--- config.mk ---
export PLATFORM = sky130hd
export DESIGN_NAME = led_blink_coder
export DESIGN_NICKNAME = d
export VERILOG_FILES = /design/src/rtl/led_blink_coder.sv
export SDC_FILE = /design/constraint.sdc
export NUM_CORES = 1
export LEC_CHECK = 0
export BUFFER_PORTS_ARGS = -buffer_cell sky130_fd_sc_hd__buf_2
export CORE_MARGIN = 3
export CORE_UTILIZATION = 54
export CTS_CLUSTER_SIZE = 30
export DETAILED_ROUTE_END_ITERATION = 12
export PLACE_DENSITY_LB_ADDON = 0.1
export SYNTH_ARGS = -nofsm -noshare
export SYNTH_HDL_FRONTEND = slang
export SYNTH_SLANG_ARGS = --single-unit
--- constraint.sdc ---
create_clock -name clk -period 2.3 [get_ports clk]
set_input_delay 0.23 -clock clk [delete_from_list [all_inputs] [get_ports clk]]
set_output_delay 0.23 -clock clk [all_outputs]
set_load 0.01 [all_outputs]
--- src/rtl/led_blink_coder.sv ---
// Displays a 4-bit code as repeating bursts of LED blinks with a dark gap between bursts.
// New codes are queued in a one-entry pending slot and take effect only at the end of a gap.
module led_blink_coder #(
   parameter int TICK_DIV  = 1000000,
   parameter int ON_TICKS  = 8,
   parameter int OFF_TICKS = 8,
   parameter int GAP_TICKS = 40,
   parameter int BRIGHT    = 32
) (
   input  logic       clk,
   input  logic       reset,
   input  logic [3:0] code_in,
   input  logic       code_valid,
   output logic       code_ready,
   output logic       busy,
   output logic [3:0] cur_code,
   output logic       LED,
   output logic [1:0] state_dbg
);

   // Handshake: a code transfers on any rising edge where code_valid and
   // code_ready are both high; code_in is sampled on that edge.

   localparam int PR_W   = (TICK_DIV > 1) ? $clog2(TICK_DIV) : 1;
   localparam int PH_MAX = (ON_TICKS > OFF_TICKS) ?
                           ((ON_TICKS > GAP_TICKS) ? ON_TICKS : GAP_TICKS) :
                           ((OFF_TICKS > GAP_TICKS) ? OFF_TICKS : GAP_TICKS);
   localparam int PH_W   = (PH_MAX > 1) ? $clog2(PH_MAX) : 1;

   localparam logic [PR_W-1:0] PR_LAST  = PR_W'(TICK_DIV - 1);
   localparam logic [PH_W-1:0] ON_LAST  = PH_W'(ON_TICKS - 1);
   localparam logic [PH_W-1:0] OFF_LAST = PH_W'(OFF_TICKS - 1);
   localparam logic [PH_W-1:0] GAP_LAST = PH_W'(GAP_TICKS - 1);
   localparam logic [5:0]      BRIGHT6  = 6'(BRIGHT);

   typedef enum logic [1:0] {
      ST_IDLE = 2'd0,
      ST_ON   = 2'd1,
      ST_OFF  = 2'd2,
      ST_GAP  = 2'd3
   } state_t;

   state_t          state_q, state_d;
   logic [3:0]      cur_code_q, cur_code_d;
   logic [3:0]      blink_q, blink_d;
   logic            pend_valid_q, pend_valid_d;
   logic [3:0]      pend_code_q, pend_code_d;
   logic [PR_W-1:0] presc_q, presc_d;
   logic [PH_W-1:0] phase_q, phase_d;
   logic [4:0]      acc_q, acc_d;

   logic            hs;
   logic            tick;
   logic            phase_end;
   logic [PH_W-1:0] phase_last;
   logic [5:0]      sum;
   logic [3:0]      next_code;

   always_comb begin
      state_d      = state_q;
      cur_code_d   = cur_code_q;
      blink_d      = blink_q;
      pend_valid_d = pend_valid_q;
      pend_code_d  = pend_code_q;
      presc_d      = presc_q;
      phase_d      = phase_q;
      next_code    = cur_code_q;

      hs   = code_valid & ~pend_valid_q;
      tick = (presc_q == PR_LAST);

      case (state_q)
         ST_ON:   phase_last = ON_LAST;
         ST_OFF:  phase_last = OFF_LAST;
         default: phase_last = GAP_LAST;
      endcase
      phase_end = (state_q != ST_IDLE) && tick && (phase_q == phase_last);

      // First-order sigma-delta: the carry out is the PWM bit.
      sum   = {1'b0, acc_q} + BRIGHT6;
      acc_d = sum[4:0];

      if (state_q != ST_IDLE) begin
         presc_d = tick ? '0 : presc_q + 1'b1;
         phase_d = tick ? phase_q + 1'b1 : phase_q;
         if (hs && !(state_q == ST_GAP && phase_end)) begin
            pend_valid_d = 1'b1;
            pend_code_d  = code_in;
         end
      end
      if (phase_end) begin
         presc_d = '0;
         phase_d = '0;
      end

      case (state_q)
         ST_IDLE: begin
            presc_d = '0;
            phase_d = '0;
            if (hs) begin
               cur_code_d = code_in;
               if (code_in != 4'd0) begin
                  blink_d = 4'd1;
                  state_d = ST_ON;
               end
            end
         end
         ST_ON: begin
            if (phase_end) state_d = (blink_q < cur_code_q) ? ST_OFF : ST_GAP;
         end
         ST_OFF: begin
            if (phase_end) begin
               blink_d = blink_q + 4'd1;
               state_d = ST_ON;
            end
         end
         ST_GAP: begin
            if (phase_end) begin
               // Pending code wins; otherwise a same-cycle offer bypasses the slot.
               if (pend_valid_q) begin
                  next_code    = pend_code_q;
                  pend_valid_d = 1'b0;
               end else if (hs) begin
                  next_code = code_in;
               end
               cur_code_d = next_code;
               if (next_code == 4'd0) begin
                  state_d = ST_IDLE;
               end else begin
                  blink_d = 4'd1;
                  state_d = ST_ON;
               end
            end
         end
         default: state_d = ST_IDLE;
      endcase
   end

   always_ff @(posedge clk) begin
      if (reset) begin
         state_q      <= ST_IDLE;
         cur_code_q   <= 4'd0;
         blink_q      <= 4'd0;
         pend_valid_q <= 1'b0;
         pend_code_q  <= 4'd0;
         presc_q      <= '0;
         phase_q      <= '0;
         acc_q        <= 5'd0;
      end else begin
         state_q      <= state_d;
         cur_code_q   <= cur_code_d;
         blink_q      <= blink_d;
         pend_valid_q <= pend_valid_d;
         pend_code_q  <= pend_code_d;
         presc_q      <= presc_d;
         phase_q      <= phase_d;
         acc_q        <= acc_d;
      end
   end

   assign code_ready = ~pend_valid_q;
   assign busy       = (state_q != ST_IDLE);
   assign cur_code   = cur_code_q;
   assign LED        = (state_q == ST_ON) & sum[5];
   assign state_dbg  = state_q;

endmodule

* Word-level counts from Yosys, hierarchy flattened
Index checks and enable logic that the tools add are counted.
** Storage, ports and cells
- Register bits after elaboration :: 46
- Output and inout port bits :: 9
** Operators by class
- $lt $le $gt $ge :: 1
- Reduce and logical (&&, ||, !) cells :: 18
- Add/subtract/negate cells :: 4
- Mux-type cells :: 27
- Eq/ne operators :: 11
- Bitwise operators :: 3
** Operators by type and width (count)
- two-way mux 4 bit :: 10
- adder 20 x 1 -> 20 bit (second input constant) :: 1
- == test 20 bit (second input constant) :: 1
- two-way mux 20 bit :: 1
- != test 2 bit (second input constant) :: 6
- one-hot mux 4 bit (3 select lines) :: 1
- two-way mux 2 bit :: 5
- one-hot mux 2 bit (4 select lines) :: 1
- one-hot mux 4 bit (2 select lines) :: 1
- two-way mux 1 bit :: 7
- adder 5 x 6 -> 6 bit (second input constant) :: 1
- adder 6 x 1 -> 6 bit (second input constant) :: 1
- == test 6 bit :: 1
- two-way mux 6 bit :: 1
- AND reduction 2 bit :: 3
- AND reduction 6 bit :: 1
- AND reduction 5 bit :: 1
- adder 4 x 1 -> 4 bit (second input constant) :: 1
- == test 2 bit (second input constant) :: 2
- logical AND 1 bit :: 4
- zero test 4 bit :: 1
- less-than comparator 4 bit :: 1
- nonzero test 2 bit :: 2
- nonzero test 4 bit :: 1
- other kinds (8) :: 9

* Longest topological paths before layout
Gate-level depths: netlist of run 1.
- Depth in word-level cells :: 13
- Depth in mapped cells :: 9

* Least setup slack after synthesis of run 1
Ideal clock, no wire load.
- Kind :: reg2reg
- Start :: register state_q[0] (netlist: state_dbg[0])
- End :: register blink_q[3]
- Arrival :: 2.228 ns
- Data required time :: 2.230 ns
- Slack :: 0.002 ns
- Path buffers :: 0
- Stages on the path, launching flop included :: 9
- Path through :: dfxtp_1 > inv_1 > ha_1 > xor2_1 > nand4_1 > or4_4 > a211oi_4 > or3b_1 > a21oi_1
** On the way
- Longest elaborated chain between the ends :: 7
- Elaborated cells on any way between the ends :: 18
** RTL lines
- from (decl) :: RTL line 43 : state_t state_q, state_d;
- from (signal assigned) :: RTL line 150 : state_q <= state_d;
- == test 2 x 1 -> 1 bit or == test 2 bit (tied branches) :: RTL line 72, 96
- OR reduction 2 bit (no line)
- two-way mux 6 bit :: RTL line 72 : case (state_q)
- == test 6 bit :: RTL line 77 : phase_end = (state_q != ST_IDLE) && tick && (phase_q == phase_last);
- logical AND 1 bit :: RTL line 77
- != test 2 bit (no line)
- AND reduction 6 bit (no line)
- to (signal assigned) :: RTL line 152 : blink_q <= blink_d;
- to (decl) :: RTL line 45 : logic [3:0] blink_q, blink_d;
Several ways; a longest one is shown, not always the timed one.
A chain may end at the register's enable or synchronous reset.

* Worst setup path after layout of run 1
- Start :: register state_q[1] (netlist: state_dbg[1])
- End :: register blink_q[3]
The elaborated chain is that of the path after synthesis.

==> reports/results.tsv, run 1 <==
stage	metric	value	unit
outcome	outcome	finished, violations left	
outcome	violations	negative setup slack	
route	drtAntennaViolNets	0	
logic_synthesis	syn_nets	274	
cells_and_area	area_delta_synth_final	18.7	%
worst_setup_path	cp_max_fo	4	
global_routing	grt-ovfl-total	0	
cells_and_area	final_cell_count_no_fill	343	
sta	relSlewSlack	0.706	
global_routing	antenna_found_initial	0	
logic_synthesis	ys.warnings.count	0	
global_routing	first_global_vias	1845	
hold_path	hold_end	pend_code_q[2]	
clocking	cts_sinks	41	
sta	hold_viol	0	
logic_synthesis	synth_area_leaders	dfxtp_1 (37%), nor2_1 (7.0%), xor2_1 (6.0%)	
worst_setup_path	crit_required	2.53	ns
logic_synthesis	syn_area_per_cell	8.53	um2
global_routing	grt_pass1_wl	8290	um
sta	clock_skew	0.00725	ns
worst_setup_path	critPathKind	flop to flop	
route	initialDrtViolationCount	135	
route	vias_per_cell	5.58	
cells_and_area	fin_area	0.00260	mm2
clocking	path_clk_slew	0.08	ns
sta	fmax	0.431	GHz
logic_synthesis	synthDistinctLibCells	46	
route	dr_total_vias	1913	
placed_design	dpl_cell_area	0.00245	mm2
worst_setup_path	worst_setup_path_end_kind	flop	
floorplanning	rows	22	
cells_and_area	drive_above_1_share	0.227	
hold_path	hold_start	code_in[2]	
logic_synthesis	synthArstFlopShare	0	
floorplanning	die_area	0.00486	mm2
worst_setup_path	critPathLaunchType	flop	
clocking	clock_latency	0.29	ns
clocking	cts_root_buf	clkbuf_8	
global_routing	grt_max_degree	21	
worst_setup_path	crit_chain	inv_2 > ha_4 > xor2_2 > nand4_1 > or4_4 > a211oi_4 > or3b_1 > a21oi_1	
clocking	cts_max_path_buffers	2	
logic_synthesis	ys_top_cells_by_count	dfxtp_1 (41), nor2_1 (41), nand2_1 (16)	
clocking	hold_buffers	0	
placed_design	dp_cells	333	
clocking	cts_made_buffers	5	
floorplanning	die_h	69.7	um
sta	holdWs	0.219	ns
floorplanning	start_util	0.577	
floorplanning	fp.coreArea	0.00380	mm2
worst_setup_path	crit_buf_inv	1	
sta	finalCriticalPeriod	2.32	ns
floorplanning	io-pin-count	16	
clocking	cts_max_level	2	
route	wl	4870	um
sta	worst_pin_slew	0.440	ns
worst_setup_path	reg2regPathDepth	8	
worst_setup_path	cp.arrival	2.55	ns
route	firstDrtPassIters	4	
global_routing	track_usage	0.207	
logic_synthesis	synth-edff-count	0	
clocking	cts_tree	yes	
logic_synthesis	synth_largest_area_cell	dfxtp_1	
cells_and_area	diodes	0	
logic_synthesis	ys.flop_type	dfxtp_1	
logic_synthesis	synth-seq-cells	41	
floorplanning	fp.dieW	69.7	um
route	drc	0	
worst_setup_path	r2r_start	state_dbg[1]	
hold_path	hold_class	input pin to flop	
placed_design	pre_cts_slack	0.00260	ns
sta	finalSetupViolations	1	
pwr	power.leakage	0.962	nW
worst_setup_path	critical-path-max-stage-delay	0.57	ns
worst_setup_path	cpMaxStageDelayCell	or4_4	
worst_setup_path	rr_endpoint	blink_q[3]	
sta	worst_slack	-0.0204	ns
logic_synthesis	syn-cell-area	0.00219	mm2
route	avgRoutedWirePerCell	14.2	um
logic_synthesis	synth_top_area_frac	0.374	
pwr	ir_drop	488	uV
logic_synthesis	netlist_instances	257	
hold_path	hold_path_depth	3	
sta	drv_slew	0	
pwr	p_per_area	617	mW/mm2
cells_and_area	fill_cells	323	
placed_design	dp_hpwl	3470	um
sta	tns	-0.0204	ns
worst_setup_path	crit_family	simple AND/OR/NAND/NOR gates	
placed_design	port_buffers	15	
sta	timing.final.crit_share	1.01	
worst_setup_path	reg2reg_slack	-0.02	ns
cells_and_area	nNetsFinal	311	
logic_synthesis	seq_area_frac_synth	0.374	
sta	rsz0062_at_grt	true	
flow_run	drv_cap	0	
placed_design	place_congestion	0.825	
==> cells in the final DEF, fill, tap and decap left out, types with 3 or more instances in the layout <==
master    synthesis  layout
dfxtp_1          41      39
clkbuf_8          0       5
xnor2_1           5       5
o21ai_0           8       7
a21oi_1           9       9
xor2_1           15      14
nor2b_1           4       4
buf_4             1      25
or3_1             3       3
nor2_1           41      41
buf_2             0      15
and3_1            3       3
nor4_1            6       5
nor3_1            3       3
a221oi_1          5       5
mux2i_1           6       6
and2_1            3       3
a21o_1            4       4
a32o_1            4       4
nand2_1          16      16
nand4_1           8       8
ha_1             10       9
a211oi_1          5       4
inv_1            14      12
nand3_1           8       7
==> cells by family after synthesis <==
group	Yosys count	share of synthesized area
xor gates and xnor gates	20	0.0799
adders and majority gates	10	0.0571
buffers and inverters	24	0.0485
AOI/OAI and AO/OA	43	0.143
muxes	6	0.0274
DFF	41	0.374
and+or+nand+nor	113	0.270
==> worst max-delay path by stage <==
| stage | from | endpoint | slack [ns] | depth (start not counted) |
|---|---|---|---|---|
| after floorplan | state_dbg[0] | blink_q[3] | 0.002 | 8 |
| after global placement | state_dbg[0] | pend_code_q[1] | 0.07 | 9 |
| after detailed placement | presc_q[8] | blink_q[3] | 0.003 | 6 |
| after CTS | presc_q[0] | blink_q[3] | 0.03 | 7 |
| after global routing | state_dbg[1] | blink_q[3] | -0.12 | 8 |
| final | state_dbg[1] | blink_q[3] | -0.02 | 8 |
==> registers in the layout, summed over array words and instances (netlist names) <==
| name | count |
|---|---|
| presc_q | 20 |
| phase_q | 6 |
| blink_q | 4 |
| cur_code | 4 |
| pend_code_q | 4 |
| state_dbg | 2 |
| pend_valid_q | 1 |
==> worst register-to-register path, stage by stage (launching register included) <==
cell,delay (ns)
dfxtp_2,0.34
inv_2,0.06
ha_4,0.28
xor2_2,0.12
nand4_1,0.16
or4_4,0.57
a211oi_4,0.24
or3b_1,0.37
a21oi_1,0.12
==> power by group <==
| group | switching [W] | leakage, nW | total, W | internal [W] |
|---|---|---|---|---|
| Clock | 0.000257 | 0.0439 | 0.000467 | 0.000210 |
| Combinational | 0.000210 | 0.585 | 0.000367 | 0.000157 |
| Sequential | 0.0000297 | 0.333 | 0.000772 | 0.000742 |
| Total | 0.000496 | 0.962 | 0.00161 | 0.00111 |
==> per-layer routing <==
layer / global-route usage / up-vias / wire [um]
met5: 0 / - / 0
met4: 0.0553 / 0 / 40
met2: 0.329 / 32 / 2210
met1: 0.287 / 892 / 2480
met3: 0.0377 / 5 / 150
li1: - / 984 / -
==> per-stage QoR <==
step	util	power [W]
after global routing	0.685	0.00169
after floorplan	-	0.00101
after CTS	0.670	0.00159
after global placement	0.644	0.00112
after detailed placement	0.644	0.00112
final	0.685	0.00161
==> layout make-up <==
type	instances	area, um2	share of cell area
clock inverter	3	17.5	0.00673
tap	48	60.1	0.0231
multi-input combinational	192	1320	0.506
timing repair buffer	40	263	0.101
clock buffer	5	68.8	0.0264
inverter	14	52.6	0.0202
sequential	41	823	0.316
==> timing repair <==
item / 4_1_cts / 5_1_grt
gates resized for setup: 2 / 10
pin swaps: 0 / 5
buffers inserted: 0 / 2
endpoints found under the setup margin: 2 / 11
No activity file was read; power rests on OpenSTA's default activity.
==> run 2, diff against run 1 <==
--- a/config.mk
+++ b/config.mk
@@ -10,7 +10,7 @@
 export CORE_UTILIZATION = 54
 export CTS_CLUSTER_SIZE = 30
 export DETAILED_ROUTE_END_ITERATION = 12
-export PLACE_DENSITY_LB_ADDON = 0.1
+export PLACE_DENSITY_LB_ADDON = 0.12
 export SYNTH_ARGS = -nofsm -noshare
 export SYNTH_HDL_FRONTEND = slang
 export SYNTH_SLANG_ARGS = --single-unit
==> run 2 against run 1 <==
Net effect:
- the flow still finishes with violations (negative setup slack)
- worst hold slack worse by 0.024 ns
- via count increased by 0.47%
- largest cell class unchanged
- critical path type unchanged
- critical endpoint unchanged
- clock skew is 0.0065 ns higher
==> reports/results.tsv, run 2 (synthesis gave the netlist of run 1 again) <==
stage	metric	value	unit
outcome	outcome	finished, violations left	
outcome	violations	negative setup slack	
worst_setup_path	crit_family	simple AND/OR/NAND/NOR gates	
floorplanning	die_h	69.7	um
worst_setup_path	critPathLaunchType	flop	
pwr	power.leakage	1.01	nW
hold_path	hold_path_depth	3	
floorplanning	die_area	0.00486	mm2
clocking	path_clk_slew	0.09	ns
floorplanning	rows	22	
route	wl	4580	um
route	drtAntennaViolNets	0	
placed_design	dp_hpwl	3350	um
cells_and_area	drive_above_1_share	0.234	
floorplanning	fp.dieW	69.7	um
sta	clock_skew	0.0138	ns
cells_and_area	post-route-util	0.703	
route	initialDrtViolationCount	151	
pwr	p_total	0.00174	W
worst_setup_path	worst_setup_path_end_kind	flop	
floorplanning	start_util	0.577	
cells_and_area	final_cell_mix	nor2_1 (41), dfxtp_1 (39), buf_4 (29), nand2_1 (16)	
sta	finalCriticalPeriod	2.30	ns
pwr	ir_drop	590	uV
global_routing	first_global_vias	1802	
sta	relSlewSlack	0.463	
worst_setup_path	crit_required	2.54	ns
route	firstDrtPassIters	4	
cells_and_area	largest_register_ffs	20	
sta	worst_slack	-0.00393	ns
worst_setup_path	reg2regPathDepth	8	
worst_setup_path	cp_max_fo	4	
sta	worst_pin_slew	0.801	ns
placed_design	place_congestion	0.880	
cells_and_area	fin_area	0.00267	mm2
global_routing	grt-ovfl-total	0	
clocking	clock_latency	0.30	ns
clocking	cts_made_buffers	5	
route	vias_per_cell	5.54	
clocking	hold_buffers	0	
cells_and_area	diodes	0	
route	dr_total_vias	1922	
sta	finalSetupViolations	1	
global_routing	grt_pass1_wl	7860	um
worst_setup_path	cp.depth	8	
cells_and_area	final_cell_count_no_fill	347	
worst_setup_path	crit_chain	inv_2 > ha_4 > xor2_1 > nand4_1 > or4_4 > a211oi_4 > or3b_4 > a21oi_2	
global_routing	track_usage	0.197	
placed_design	port_buffers	15	
clocking	cts_max_path_buffers	2	
sta	fmax	0.434	GHz
global_routing	antenna_found_initial	0	
worst_setup_path	crit_buf_inv	1	
sta	rsz0062_at_grt	true	
global_routing	grt_max_degree	21	
sta	drv_slew	0	
clocking	cts_tree	yes	
worst_setup_path	cp.arrival	2.55	ns
flow_run	drv_cap	0	
floorplanning	fp.coreArea	0.00380	mm2
pwr	p_per_area	651	mW/mm2
clocking	cts_sinks	41	
cells_and_area	regMostFlops	presc_q	
cells_and_area	nNetsFinal	315	
cells_and_area	reg.largest.list	presc_q: 20 flops, phase_q: 6 flops	
worst_setup_path	critPathKind	flop to flop	
clocking	cts_max_level	2	
worst_setup_path	cpMaxStageDelayCell	or4_4	
worst_setup_path	critical-path-max-stage-delay	0.55	ns
floorplanning	io-pin-count	16	
cells_and_area	fill_cells	311	
hold_path	hold_class	input pin to flop	
placed_design	dpl_cell_area	0.00247	mm2
sta	hold_viol	0	
placed_design	dp_cells	336	
route	avgRoutedWirePerCell	13.2	um
cells_and_area	final_common_cell	nor2_1	
clocking	cts_root_buf	clkbuf_8	
route	drc	0	
sta	timing.final.crit_share	1.00	
cells_and_area	area_delta_synth_final	21.7	%
[run 2: changes by cell type in the layout (fill, tap and decap cells not counted), sizes merged]
cell    before  now
clkbuf       5    6
buf         40   44
bufinv       0    1
clkinv       2    0
[run 2: through the flow]
| stage | hold slack, ns | TNS (ns) | worst slack [ns] |
|---|---|---|---|
| after floorplan | 0.377 | 0 | 0.00193 |
| after global placement | 0.428 | 0 | 0.101 |
| after detailed placement | 0.443 | 0 | 0.0223 |
| after CTS | 0.182 | 0 | 0.0150 |
| after global routing | 0.208 | -0.239 | -0.0974 |
| final | 0.194 | -0.00393 | -0.00393 |
[run 2: worst reg2reg max path: stages (launching register included)]
cell and delay (ns):
dfxtp_2 0.34, inv_2 0.05, ha_4 0.25, xor2_1 0.14
nand4_1 0.19, or4_4 0.55, a211oi_4 0.22, or3b_4 0.40
a21oi_2 0.11
[run 2: worst paths after layout]
path	slack, ns	to	start
max	-0.004	blink_q[3]	state_dbg[0]
min	0.19	pend_code_q[2]	code_in[2]
max reg2reg	-0.004	blink_q[3]	state_dbg[0]
min reg2reg	0.45	presc_q[0]	presc_q[0]
[run 2: power breakdown]
group	internal (W)	total (W)	switching, W	leakage (nW)
Clock	0.000353	0.000607	0.000254	0.0574
Combinational	0.000163	0.000364	0.000201	0.621
Sequential	0.000742	0.000767	0.0000250	0.333
Total	0.00126	0.00174	0.000481	1.01
[run 2: area by class of cell]
| class | count | area, um2 | area share |
|---|---|---|---|
| Clock buffer | 6 | 82.6 | 0.0309 |
| Inverter | 14 | 52.6 | 0.0197 |
| Timing Repair Buffer | 44 | 293 | 0.110 |
| Tap cell | 48 | 60.1 | 0.0225 |
| Sequential cell | 41 | 823 | 0.308 |
| Clock inverter | 2 | 37.5 | 0.0141 |
| Multi-Input combinational cell | 192 | 1320 | 0.495 |
[run 2: per-layer routing]
metal | vias to the layer above | wire length (um) | share of wire | track usage
met4 | 0 | 78 | 0.017 | 0.0702
met1 | 895 | 2110 | 0.46 | 0.245
met3 | 8 | 135 | 0.029 | 0.0478
met2 | 25 | 2260 | 0.49 | 0.332
li1 | 994 | - | - | -
met5 | - | 0 | 0 | 0
[run 2: timing repair]
action	4_1_cts	5_1_grt
hold endpoints to repair	0	0
buffers inserted	0	3
gates resized for setup	0	12
setup endpoints to repair	0	12
==> run 3, diff against run 2 <==
--- a/config.mk
+++ b/config.mk
@@ -5,9 +5,10 @@
 export SDC_FILE = /design/constraint.sdc
 export NUM_CORES = 1
 export LEC_CHECK = 0
+export ABC_AREA = 1
 export BUFFER_PORTS_ARGS = -buffer_cell sky130_fd_sc_hd__buf_2
 export CORE_MARGIN = 3
-export CORE_UTILIZATION = 54
+export CORE_UTILIZATION = 55
 export CTS_CLUSTER_SIZE = 30
 export DETAILED_ROUTE_END_ITERATION = 12
 export PLACE_DENSITY_LB_ADDON = 0.12
==> run 3 against run 2 <==
Net effect:
- the flow now finishes without violations
- cell area up 3.5%
- combinational power up 15%
- setup slack better by 0.31 ns
- critical path type unchanged
==> reports/results.tsv, run 3 <==
stage	metric	value	unit
outcome	outcome	finished, final reports clean	
clocking	cts_sinks	41	
worst_setup_path	critPathLaunchType	flop	
sta	clock_skew	0.00742	ns
pwr	power.leakage	1.10	nW
hold_path	hold_class	input pin to flop	
clocking	hold_buffers	0	
global_routing	gr-usage-met3	0.0602	
global_routing	first_global_vias	2087	
placed_design	place_congestion	0.902	
floorplanning	fp.dieW	73.5	um
route	firstDrtPassIters	5	
worst_setup_path	cp_max_fo	10	
global_routing	track_usage	0.216	
sta	relSlewSlack	0.658	
sta	finalCriticalPeriod	1.99	ns
clocking	clock_latency	0.29	ns
clocking	cts_max_level	2	
logic_synthesis	synth_largest_area_cell	dfxtp_1	
global_routing	grt_max_degree	15	
logic_synthesis	synth-seq-cells	41	
route	vias_per_cell	5.26	
logic_synthesis	syn-cell-area	0.00251	mm2
pwr	ir_drop	358	uV
worst_setup_path	critPathKind	flop to flop	
cells_and_area	regMostFlops	presc_q	
floorplanning	die_area	0.00541	mm2
clocking	cts_root_buf	clkbuf_8	
logic_synthesis	ys.flop_type	dfxtp_1	
logic_synthesis	synth_top_area_frac	0.327	
clocking	post_cts_resized	0	
clocking	path_clk_slew	0.08	ns
worst_setup_path	cp.arrival	2.18	ns
logic_synthesis	ys_top_cells_by_count	nand2_1 (81), nor2_1 (46), inv_1 (42)	
clocking	cts_tree	yes	
logic_synthesis	yosysMostFrequentCell	nand2_1	
sta	hold_viol	0	
placed_design	dpl_cell_area	0.00264	mm2
sta	tns	0	ns
route	wl	5330	um
floorplanning	rows	23	
route	dr_total_vias	2300	
global_routing	antenna_found_initial	0	
route	drc	0	
sta	drv_slew	0	
worst_setup_path	crit_required	2.49	ns
pwr	p_per_area	651	mW/mm2
clocking	cts_max_path_buffers	2	
logic_synthesis	synthArstFlopShare	0	
cells_and_area	fin_area	0.00276	mm2
cells_and_area	largest_register_ffs	20	
global_routing	grt-busiest-layer	met1	
cells_and_area	fill_cells	393	
cells_and_area	drive_above_1_share	0.158	
floorplanning	start_util	0.597	
logic_synthesis	seq_area_frac_synth	0.327	
floorplanning	fp.coreArea	0.00420	mm2
logic_synthesis	syn_nets	383	
global_routing	met2_usage	0.312	
placed_design	port_buffers	15	
route	drtAntennaViolNets	0	
sta	holdWs	0.249	ns
cells_and_area	diodes	0	
cells_and_area	final_common_cell	nand2_1	
cells_and_area	nNetsFinal	403	
global_routing	grt-ovfl-total	0	
route	avgRoutedWirePerCell	12.2	um
floorplanning	io-pin-count	16	
sta	rsz0062_at_grt	false	
clocking	cts_made_buffers	5	
logic_synthesis	netlist_instances	366	
route	initialDrtViolationCount	174	
sta	fmax	0.502	GHz
logic_synthesis	ys.warnings.count	0	
global_routing	grt_pass1_wl	9270	um
floorplanning	die_h	73.5	um
worst_setup_path	worst_setup_path_end_kind	flop	
logic_synthesis	syn_area_per_cell	6.85	um2
cells_and_area	post-route-util	0.658	
clocking	postCtsSetupRepairBufs	0	
logic_synthesis	synthDistinctLibCells	36	
cells_and_area	final_cell_mix	nand2_1 (81), nor2_1 (46), inv_1 (42), dfxtp_1 (41), nand3_1 (24)	
logic_synthesis	synth_area_leaders	dfxtp_1 (33%), nand2_1 (12%), nor2_1 (6.9%)	
global_routing	grt_use_met1	0.314	
sta	finalSetupViolations	0	
cells_and_area	area_delta_synth_final	10.2	%
sta	timing.final.crit_share	0.867	
cells_and_area	reg.largest.list	presc_q: 20 flops, phase_q: 6 flops	
flow_run	drv_cap	0	
sta	worst_pin_slew	0.512	ns
logic_synthesis	synth-edff-count	0	
placed_design	dp_hpwl	4200	um
[run 3: layout make-up]
class / instances / area, um2 / area share
tap: 50 / 62.6 / 0.0226
clock buffer: 6 / 82.6 / 0.0299
multi-input combinational: 271 / 1480 / 0.535
clock inverter: 2 / 37.5 / 0.0136
timing repair buffer: 17 / 90.1 / 0.0326
sequential: 41 / 821 / 0.297
inverter: 50 / 191 / 0.0693
[run 3: layer usage]
layer,wire length (um),share of wire
met1,2760,0.52
met2,2180,0.41
met3,358,0.067
met4,35,0.0066
met5,0,0
[run 3: final timing paths]
path	from	endpoint	slack (ns)	cells past startpoint
max	state_dbg[0]	phase_q[3]	0.31	10
min	code_in[3]	pend_code_q[3]	0.25	3
max reg2reg	state_dbg[0]	phase_q[3]	0.31	10
min reg2reg	phase_q[2]	phase_q[2]	0.47	2
[run 3: power breakdown]
| part | internal [W] | leakage [nW] | switching, W |
|---|---|---|---|
| Sequential | 0.000746 | 0.332 | 0.0000369 |
| Combinational | 0.000153 | 0.714 | 0.000263 |
| Clock | 0.000353 | 0.0574 | 0.000245 |
| Total | 0.00125 | 1.10 | 0.000545 |
[run 3: critical path, stage by stage, from the launching register on]
cell and delay [ns]:
dfxtp_1 0.39, inv_1 0.09, ha_1 0.30, inv_1 0.04
nand2_1 0.06, nand2_1 0.04, nor2_1 0.25, nand4_1 0.21
nand2_1 0.33, a21oi_1 0.08, o21a_1 0.11
[run 3: kinds of logic after synthesis]
group,Yosys count,synth area share
AND/OR/NAND/NOR,210,0.413
buffers and inverters,54,0.0833
AO/OA/AOI/OAI,43,0.0983
flip-flops,41,0.327
adder cells (fa/ha/maj),10,0.0499
XOR/XNOR,8,0.0279
[run 3: metrics by stage]
step	setup WS [ns]	power, W	std cells
after floorplan	0.485	0.00111	366
after global placement	0.386	0.00121	429
after detailed placement	0.293	0.00122	429
after CTS	0.297	0.00182	437
after global routing	0.139	0.00192	437
final	0.307	0.00180	437
